$ cat src/rtl/fence_t_sequencer.sv
// fence_t_sequencer
//   Temporal-fence (fence.t) sequencer. A fence request from commit stalls
//   the frontend, optionally flushes the data cache, then pulses a
//   microarchitectural reset for RST_CYCLES cycles. Finally it pads the
//   fence to a CSR-programmed total duration. The fence latency is then
//   max(pad, natural duration), independent of secret-dependent cache state.
//
// Ports
//   clk_i              clock, rising edge
//   rst_ni             synchronous active-low reset
//   fence_t_i          fence.t request pulse (honoured only in IDLE)
//   fence_t_pad_i      target total fence duration in cycles (latched at start)
//   fence_t_src_sel_i  1 = skip the dcache flush (latched at start)
//   flush_dcache_o     dcache flush request (state FLUSH_DCACHE)
//   flush_dcache_ack_i dcache flush complete (sampled only in FLUSH_DCACHE)
//   rst_uarch_o        reset for predictors/TLBs/icache/scoreboard
//   halt_o             stall fetch and issue while a fence is in progress
//   fence_t_state_o    IDLE=0, FLUSH_DCACHE=1, RST_UARCH=2, PAD=3
//   done_o             one-cycle pulse in the first IDLE cycle after a fence
//   pad_overrun_o      with done_o: natural duration exceeded a nonzero pad

module fence_t_sequencer #(
  parameter int unsigned PAD_W      = 32,
  parameter int unsigned RST_CYCLES = 4
) (
  input  logic             clk_i,
  input  logic             rst_ni,
  input  logic             fence_t_i,
  input  logic [PAD_W-1:0] fence_t_pad_i,
  input  logic             fence_t_src_sel_i,
  output logic             flush_dcache_o,
  input  logic             flush_dcache_ack_i,
  output logic             rst_uarch_o,
  output logic             halt_o,
  output logic [1:0]       fence_t_state_o,
  output logic             done_o,
  output logic             pad_overrun_o
);

  typedef enum logic [1:0] {
    IDLE         = 2'd0,
    FLUSH_DCACHE = 2'd1,
    RST_UARCH    = 2'd2,
    PAD          = 2'd3
  } state_t;

  state_t           state_q, state_d;
  logic [PAD_W-1:0] elapsed_q, elapsed_d;
  logic [PAD_W-1:0] pad_q, pad_d;
  logic             src_q, src_d;
  logic [3:0]       rst_cnt_q, rst_cnt_d;
  logic             done_q, done_d;
  logic             overrun_q, overrun_d;

  // total = number of fence cycles including the current one. One extra bit
  // keeps the comparison correct when the elapsed counter is saturated.
  logic [PAD_W:0]   total;
  logic [PAD_W:0]   pad_ext;
  logic             rst_last;

  assign total    = {1'b0, elapsed_q} + {{PAD_W{1'b0}}, 1'b1};
  assign pad_ext  = {1'b0, pad_q};
  assign rst_last = (rst_cnt_q == 4'(RST_CYCLES - 1));

  // Next-state and next-register logic. The elapsed counter advances on
  // every non-IDLE cycle and sticks at all-ones instead of wrapping.
  always_comb begin
    state_d   = state_q;
    elapsed_d = elapsed_q;
    pad_d     = pad_q;
    src_d     = src_q;
    rst_cnt_d = '0;
    done_d    = 1'b0;
    overrun_d = 1'b0;

    if ((state_q != IDLE) && !(&elapsed_q)) begin
      elapsed_d = elapsed_q + {{(PAD_W-1){1'b0}}, 1'b1};
    end

    case (state_q)
      IDLE: begin
        if (fence_t_i) begin
          pad_d     = fence_t_pad_i;
          src_d     = fence_t_src_sel_i;
          elapsed_d = '0;
          state_d   = fence_t_src_sel_i ? RST_UARCH : FLUSH_DCACHE;
        end
      end
      FLUSH_DCACHE: begin
        if (flush_dcache_ack_i) begin
          state_d = RST_UARCH;
        end
      end
      RST_UARCH: begin
        rst_cnt_d = rst_cnt_q + 4'd1;
        if (rst_last) begin
          rst_cnt_d = '0;
          // At this point total equals the natural duration N.
          if (total < pad_ext) begin
            state_d = PAD;
          end else begin
            state_d   = IDLE;
            done_d    = 1'b1;
            overrun_d = (pad_q != '0) && (total > pad_ext);
          end
        end
      end
      PAD: begin
        // Leave on the cycle that brings the fence length up to the pad.
        if (total >= pad_ext) begin
          state_d = IDLE;
          done_d  = 1'b1;
        end
      end
      default: state_d = IDLE;
    endcase
  end

  // State and datapath registers; reset aborts any fence without done_o.
  always_ff @(posedge clk_i) begin
    if (!rst_ni) begin
      state_q   <= IDLE;
      elapsed_q <= '0;
      pad_q     <= '0;
      src_q     <= 1'b0;
      rst_cnt_q <= '0;
      done_q    <= 1'b0;
      overrun_q <= 1'b0;
    end else begin
      state_q   <= state_d;
      elapsed_q <= elapsed_d;
      pad_q     <= pad_d;
      src_q     <= src_d;
      rst_cnt_q <= rst_cnt_d;
      done_q    <= done_d;
      overrun_q <= overrun_d;
    end
  end

  assign flush_dcache_o  = (state_q == FLUSH_DCACHE);
  assign rst_uarch_o     = (state_q == RST_UARCH);
  assign halt_o          = (state_q != IDLE);
  assign fence_t_state_o = state_q;
  assign done_o          = done_q;
  assign pad_overrun_o   = overrun_q;

endmodule
$ cat config.mk
export PLATFORM = sky130hd
export DESIGN_NAME = fence_t_sequencer
export DESIGN_NICKNAME = d
export VERILOG_FILES = /design/src/rtl/fence_t_sequencer.sv
export SDC_FILE = /design/constraint.sdc
export NUM_CORES = 1
export LEC_CHECK = 0
export ABC_CLOCK_PERIOD_IN_PS = 7700
export BUFFER_PORTS_ARGS = -buffer_cell sky130_fd_sc_hd__buf_2
export CELL_PAD_IN_SITES_DETAIL_PLACEMENT = 1
export CELL_PAD_IN_SITES_GLOBAL_PLACEMENT = 2
export CORE_UTILIZATION = 38
export DETAILED_ROUTE_END_ITERATION = 10
export PLACE_DENSITY_LB_ADDON = 0.1
export SLEW_MARGIN = 5
export SYNTH_ARGS = -nofsm -noshare
export SYNTH_HDL_FRONTEND = slang
export SYNTH_SLANG_ARGS = --single-unit
$ cat constraint.sdc
create_clock -name clk_i -period 7.7 [get_ports clk_i]
set_clock_uncertainty 0.15 [all_clocks]
set_input_delay 1.155 -clock clk_i [delete_from_list [all_inputs] [get_ports clk_i]]
set_output_delay 1.155 -clock clk_i [all_outputs]
set_load 0.05 [all_outputs]
==> flow_metrics.py, run 1 <==
metrics = {
    "clock_network": {
        "post_cts_buffers": 0,
        "ctsResizeCount": 0,
        "clock-root-buffer": "clkbuf_16",
        "clock_latency_ns": 0.34,
        "postCtsHoldBufs": 0,
        "clkTransAtPathRegs_ns": 0.06,
        "cts.sinks": 72,
        "cts_buffers": 9,
        "cts_tree": "built",
        "ctsHtreeMaxLevel": 3,
        "cts_buffer_depth": 2,
    },
    "floorplan": {
        "start_util_pct": 39.5,
        "die-area_sq_mm": 0.0118,
        "num_io_pins": 44,
        "fp.dieW_um": 109,
        "core_area_sq_mm": 0.0110,
        "die_h_um": 109,
        "rows": 38,
    },
    "placed_design": {
        "io_buffers": 43,
        "hpwlAfterDp_um": 8180,
        "placed_cell_area_sq_mm": 0.00463,
        "place.gp.congestion": 0.781,
    },
    "worst_setup_path": {
        "startpoint_type": "register",
        "crit_path_max_incr_delay_ns": 0.43,
        "r2r-end": "fence_t_state_o[1]$_SDFFE_PN0P_",
        "endpoint_kind": "register",
        "path_delay_family": "simple AND/OR/NAND/NOR gates",
        "worstRegToRegCells": 13,
        "required_ns": 7.78,
        "critPathBufInv": 0,
        "cp_data_arrival_time_ns": 3.76,
        "r2r-start": "elapsed_q[0]$_SDFF_PN0_",
        "worstPathCellList": "ha_1 > nand3_2 > nor4_2 > and2_1 > nand3_1 > xnor2_1 > ha_1 > nand4_1 > nor4_1 > a221oi_1 > o211ai_1 > a21oi_1 > a31o_2",
        "crit_start": "elapsed_q[0]$_SDFF_PN0_",
        "cpMostUsedCell": "ha_1",
        "regToRegSetupSlack_ns": 4.03,
        "crit_type": "reg -> reg",
        "crit_slowest_cell": "nor4_2",
        "cp_max_fo": 8,
    },
    "yosys": {
        "syn_nets": 615,
        "syn_inst": 544,
        "synth_seq_cells": 72,
        "syn_avg_cell_area_sq_um": 7.97,
        "netlist_area_sq_mm": 0.00433,
        "synth_edf_count": 0,
        "synth.distinct_cells": 45,
        "ys.flop_type": "dfxtp_1",
        "ys_warn_count": 0,
        "synthArstFlopShare_pct": 0,
        "seq_area_frac_synth_pct": 33.3,
    },
    "job": {
        "max_cap_viol_count": 0,
    },
    "layout": {
        "layout-drive-gt1-share_pct": 13.0,
        "final_core_util_pct": 44.8,
        "fillCellCount": 1338,
        "design_area_sq_mm": 0.00492,
        "synthToLayoutAreaGrowth_pct": 13.6,
        "nNetsFinal": 645,
        "diodes": 0,
    },
    "drt": {
        "drtAntennaViolNets": 0,
        "drt_first_iter_violations": 97,
        "totalWireLength_um": 10700,
        "wl_per_cell_um": 14.8,
        "drt_pass1_iterations": 4,
        "drc_errors": 0,
        "vias": 3625,
        "vias_per_cell": 5.04,
    },
    "timing": {
        "slew_violations": 0,
        "final-hold-violation-count": 0,
        "slew_headroom_pct": 21.3,
        "clock.fmax_mhz": 272,
        "rsz0062_at_grt": "no",
        "setup_viol": 0,
        "finalSetupTns_ns": 0,
        "worst_slew_pin_slew_ns": 1.18,
        "min_period_ns": 3.67,
        "fin_crit_sh_pct": 47.7,
    },
    "global_routing": {
        "grt_max_degree": 37,
        "grt_pass1_vias": 3805,
        "grt_overflow": 0,
        "antenna_found_initial": 0,
        "grt_use_total_pct": 20.2,
        "grt_pass1_wl_um": 18000,
    },
    "pwr": {
        "p_leak_nw": 1.99,
        "peakVddDrop_mv": 0.110,
        "powerDensity_mw_per_mm2": 244,
    },
    "hold_path": {
        "hold_class": "reg -> reg",
        "worstHoldStart": "rst_cnt_q[0]$_SDFF_PP0_",
        "hold_end": "rst_cnt_q[0]$_SDFF_PP0_",
        "hold_depth": 1,
    },
    "status": {
        "outcome": "complete, no violations",
    },
}
## cell families (layout without fill, tap and decap cells)
kind of cell | Yosys count | count (layout) | share of synthesized area (%)
muxes | 1 | 1 | 0.231
xor gates and xnor gates | 63 | 63 | 12.7
adders and majority gates | 34 | 34 | 9.82
buffers and inverters | 67 | 102 | 6.15
AOI/OAI and AO/OA | 66 | 66 | 10.5
DFF | 72 | 72 | 33.3
and+or+nand+nor | 241 | 241 | 27.3
## routing by layer
| metal | part of all wire [%] | vias up | global-route usage, % |
|---|---|---|---|
| met4 | 2.0 | 0 | 9.17 |
| li1 | - | 1875 | - |
| met3 | 2.3 | 16 | 3.53 |
| met1 | 45 | 1699 | 23.1 |
| met5 | 0 | - | 0 |
| met2 | 51 | 35 | 36.6 |
## placed cells by master, fill, tap and decap left out, drive strengths merged, types with 2 or more instances in the layout
cell type,instances
o211ai,3
and4,3
a221oi,3
ha,34
nand3,23
a21boi,32
clkinv,5
nand2,96
and3,10
o21ai,7
and2,5
xor2,33
xnor2,30
a21oi,14
nand4,19
buf,45
nor3,10
inv,41
nor2,50
nor2b,6
dfxtp,72
clkbuf,10
nor4,12
nor3b,2
nand2b,2
## power by group
part / leakage [nW] / internal, mW / switching (mW)
registers: 0.585 / 0.409 / 0.0378
clock network: 0.152 / 0.258 / 0.164
logic: 1.26 / 0.110 / 0.221
total: 1.99 / 0.777 / 0.423
## final cells by class
class | count | area (sq um) | share of cell area, %
Tap cell | 140 | 175 | 3.56
Timing Repair Buffer | 45 | 230 | 4.67
Clock inverter | 6 | 58.8 | 1.19
Sequential cell | 72 | 1440 | 29.3
Multi-Input combinational cell | 405 | 2630 | 53.3
Clock buffer | 10 | 239 | 4.85
Inverter | 41 | 154 | 3.13
## per-stage QoR
| step | std cells | hold slack, ns | setup WS [ns] | total power, mW |
|---|---|---|---|---|
| 3_3_place_gp | 703 | 0.279 | 4.12 | 0.783 |
| 3_5_place_dp | 703 | 0.292 | 4.04 | 0.792 |
| 5_1_grt | 719 | 0.342 | 3.70 | 1.28 |
| 6_report | 719 | 0.297 | 4.03 | 1.20 |
| 2_1_floorplan | 544 | 0.268 | 4.60 | 0.691 |
| 4_1_cts | 719 | 0.300 | 3.98 | 1.22 |
## Yosys cell counts (all sizes together) (5+ instances only)
cell type	n	area (sq um)
a21boi	32	240
a21oi	14	70.1
and2	5	31.3
and3	10	65.1
buf	9	47.6
clkbuf	17	65.1
dfxtp	72	1440
ha	34	425
inv	41	154
nand2	96	360
nand3	23	125
nand4	19	134
nor2	50	190
nor2b	6	37.5
nor3	10	66.3
nor4	12	93.8
o21ai	7	35.0
xnor2	30	263
xor2	33	289
## how the worst max path moves through the flow
stage / endpoint / depth (start not counted)
final: fence_t_state_o[1]$_SDFFE_PN0P_ / 13
after global routing: fence_t_state_o[0]$_SDFFE_PN0P_ / 13
after CTS: fence_t_state_o[1]$_SDFFE_PN0P_ / 13
after detailed placement: fence_t_state_o[1]$_SDFFE_PN0P_ / 12
after global placement: fence_t_state_o[1]$_SDFFE_PN0P_ / 13
after floorplan: fence_t_state_o[1]$_SDFFE_PN0P_ / 13
## flip-flops by register name (all words and copies together) (netlist names)
register / count
rst_cnt_q: 4
done_o: 1
pad_overrun_o: 1
fence_t_state_o: 2
elapsed_q: 32
pad_q: 32
Power figures use the tool's default switching activity.
==> run 2: changes to the inputs <==
Settings changed: ABC_AREA from default to 1, ABC_CLOCK_PERIOD_IN_PS 7700 to 3200, CORE_UTILIZATION 38 to 30.
Clock period 7.7 ns to 3.2 ns, I/O delays scaled along.
==> flow_metrics.py, run 2 <==
metrics = {
    "status": {
        "outcome": "complete, no violations",
    },
    "worst_setup_path": {
        "cp_max_fo": 4,
        "regToRegSetupSlack_ns": 0.24,
        "crit_type": "reg -> reg",
        "startpoint_type": "register",
        "crit_path_max_incr_delay_ns": 0.37,
        "worstRegToRegCells": 21,
        "r2r-start": "elapsed_q[1]$_SDFF_PN0_",
        "cp_data_arrival_time_ns": 3.04,
        "r2r-end": "fence_t_state_o[0]$_SDFFE_PN0P_",
        "endpoint_kind": "register",
        "required_ns": 3.28,
        "crit_slowest_cell": "dfxtp_4",
        "worstPathCellList": "ha_4 > nand2_2 > nor2_4 > nand2_4 > nor2_4 > nand4_4 > nor2_4 > nand2_1 > nand2_1 > and2_4 > inv_1 > ha_1 > nand2_1 > nor2_4 > nand4_1 > nor2_1 > nand3_2 > nand4_1 > nand2_1 > nor2_1 > nor2_1",
        "crit_start": "elapsed_q[1]$_SDFF_PN0_",
    },
    "yosys": {
        "synth.most_common_cell": "nand2_1",
        "synth.distinct_cells": 36,
        "seq_area_frac_synth_pct": 33.0,
        "synthTopCellsByCount": "nand2_1 (83), inv_1 (79), dfxtp_1 (72), nor2_1 (72), a21oi_1 (68)",
        "synth_seq_cells": 72,
        "ys_top_cells_by_area": "dfxtp_1 (33%), ha_1 (9.7%), a21oi_1 (7.8%)",
        "yosys.area.top_type": "dfxtp_1",
        "syn_inst": 614,
        "ys_warn_count": 0,
        "synth_top_area_share_pct": 33.0,
        "netlist_area_sq_mm": 0.00437,
        "synth_edf_count": 0,
        "ys.flop_type": "dfxtp_1",
        "syn_nets": 685,
        "synthArstFlopShare_pct": 0,
        "syn_avg_cell_area_sq_um": 7.12,
    },
    "layout": {
        "fillCellCount": 1769,
        "diodes": 0,
        "nNetsFinal": 731,
        "final_common_cell": "nand2_1",
        "layout-drive-gt1-share_pct": 20.8,
        "synthToLayoutAreaGrowth_pct": 21.1,
        "reg_top3": "elapsed_q (32), pad_q (32), rst_cnt_q (4)",
        "mostFrequentLayoutCells": "nand2_1 (79), inv_1 (77), a21oi_1 (67), dfxtp_1 (65), nor2_1 (64)",
    },
    "pwr": {
        "p_int_mw": 2.67,
        "peakVddDrop_mv": 0.299,
        "clock_power_share_pct": 22.4,
        "powerDensity_mw_per_mm2": 926,
        "power.switching_mw": 2.24,
        "p_leak_nw": 2.36,
        "p_seq_share_pct": 29.7,
        "p_total_mw": 4.91,
        "p_sw_share_pct": 45.7,
        "pwr-share-comb_pct": 47.9,
    },
    "drt": {
        "route.layer.met1.wl_um": 6280,
        "wl_per_cell_um": 16.1,
        "met2_length_um": 6920,
        "drc_errors": 0,
        "drt_first_iter_violations": 107,
        "drt_pass1_iterations": 4,
        "vias_per_cell": 4.83,
        "vias": 4078,
        "totalWireLength_um": 13600,
        "top_layer_used": "met4",
        "wl_met3_um": 225,
        "drtAntennaViolNets": 0,
    },
    "timing": {
        "setup_viol": 0,
        "fin_crit_sh_pct": 92.4,
        "final-hold-violation-count": 0,
        "worst_slew_pin_slew_ns": 0.901,
        "clock.fmax_mhz": 338,
        "layout_setup_ws_ns": 0.244,
        "slew_headroom_pct": 39.9,
        "slew_violations": 0,
        "min_period_ns": 2.96,
    },
    "floorplan": {
        "start_util_pct": 31.2,
        "die_h_um": 123,
        "rows": 43,
        "die-area_sq_mm": 0.0151,
        "num_io_pins": 44,
        "core_area_sq_mm": 0.0140,
        "fp.dieW_um": 123,
    },
    "clock_network": {
        "cts.sinks": 72,
        "clkTransAtPathRegs_ns": 0.06,
        "ctsHtreeMaxLevel": 3,
        "cts_tree": "built",
        "cts_buffer_depth": 2,
        "clock_latency_ns": 0.34,
        "clock-root-buffer": "clkbuf_16",
        "cts_buffers": 9,
        "postCtsHoldBufs": 0,
    },
    "placed_design": {
        "io_buffers": 43,
        "place.gp.congestion": 0.801,
        "dp_slack_ns": -0.0213,
        "hpwlAfterDp_um": 10800,
    },
    "global_routing": {
        "grt_max_degree": 64,
        "grt_use_total_pct": 19.3,
        "grt_pass1_vias": 4233,
        "antenna_found_initial": 0,
        "grt_pass1_wl_um": 21700,
        "grt_overflow": 0,
    },
    "hold_path": {
        "hold_class": "in -> reg",
        "hold_depth": 3,
        "worstHoldStart": "fence_t_pad_i[0]",
        "hold_end": "pad_q[0]$_SDFFE_PN0P_",
    },
    "job": {
        "max_cap_viol_count": 0,
    },
}
run 2: cell count changes after synthesis, moves of 23 or more:
cell and change:
a21oi_1 +54, o21ai_0 +45, inv_1 +38, a21boi_0 -32
xnor2_1 -26, nor2_1 +23
run 2: power by group through the flow:
| stage | Clock (mW) | Sequential (mW) | Combinational, mW |
|---|---|---|---|
| after detailed placement | 0 | 1.45 | 2.25 |
| final | 1.10 | 1.46 | 2.35 |
| after floorplan | 0 | 1.42 | 1.61 |
| after global placement | 0 | 1.44 | 2.18 |
| after CTS | 1.14 | 1.44 | 2.27 |
| after global routing | 1.16 | 1.50 | 2.67 |
run 2: worst max-delay path by stage:
stage / slack (ns) / cells past startpoint / to
2_1_floorplan: 0.28 / 21 / fence_t_state_o[0]$_SDFFE_PN0P_
3_3_place_gp: 0.03 / 18 / fence_t_state_o[0]$_SDFFE_PN0P_
3_5_place_dp: -0.02 / 18 / fence_t_state_o[1]$_SDFFE_PN0P_
4_1_cts: 0.02 / 18 / fence_t_state_o[1]$_SDFFE_PN0P_
5_1_grt: -0.01 / 21 / fence_t_state_o[0]$_SDFFE_PN0P_
6_report: 0.24 / 21 / fence_t_state_o[0]$_SDFFE_PN0P_
run 2: cell families after synthesis:
| logic type | share of synthesized area (%) |
|---|---|
| and+or+nand+nor | 25.7 |
| xor gates and xnor gates | 4.58 |
| AOI/OAI and AO/OA | 17.3 |
| DFF | 33.0 |
| buffers and inverters | 9.78 |
| adders and majority gates | 9.73 |
run 2: metal layers:
metal	vias to the layer above	GRT usage, %
li1	2115	-
met1	1924	22.9
met2	29	35.3
met3	10	3.30
met4	0	5.11
met5	-	0
run 2: through the flow:
stage	hold WS, ns	utilization [%]	cell area (sq um)	setup TNS [ns]	cells
after floorplan	0.268	-	4370	0	614
after global placement	0.277	34.2	4800	0	828
after detailed placement	0.287	34.2	4800	-0.0391	828
after CTS	0.246	36.5	5130	0	843
after global routing	0.279	37.7	5300	-0.0108	844
final	0.251	37.7	5300	0	844
run 2: layout make-up:
class / count / area [sq um] / area share [%]
Inverter: 87 / 328 / 6.19
Timing Repair Buffer: 56 / 317 / 5.97
Multi-Input combinational cell: 434 / 2660 / 50.1
Sequential cell: 72 / 1450 / 27.4
Tap cell: 180 / 225 / 4.25
Clock buffer: 10 / 239 / 4.51
Clock inverter: 5 / 81.3 / 1.53
run 2: worst max-delay path, delay by kind of cell (launching register included):
family	cells	cell delay, ns
adder cells (fa/ha/maj)	2	0.41
flip-flops	1	0.37
buffers and inverters	1	0.04
AND/OR/NAND/NOR	18	1.87
run 2: what timing repair did:
item | 4_1_cts | 5_1_grt
resized for setup | 1 | 43
endpoints found under the setup margin | 2 | 4
pin swaps | 0 | 12
setup buffers | 0 | 1
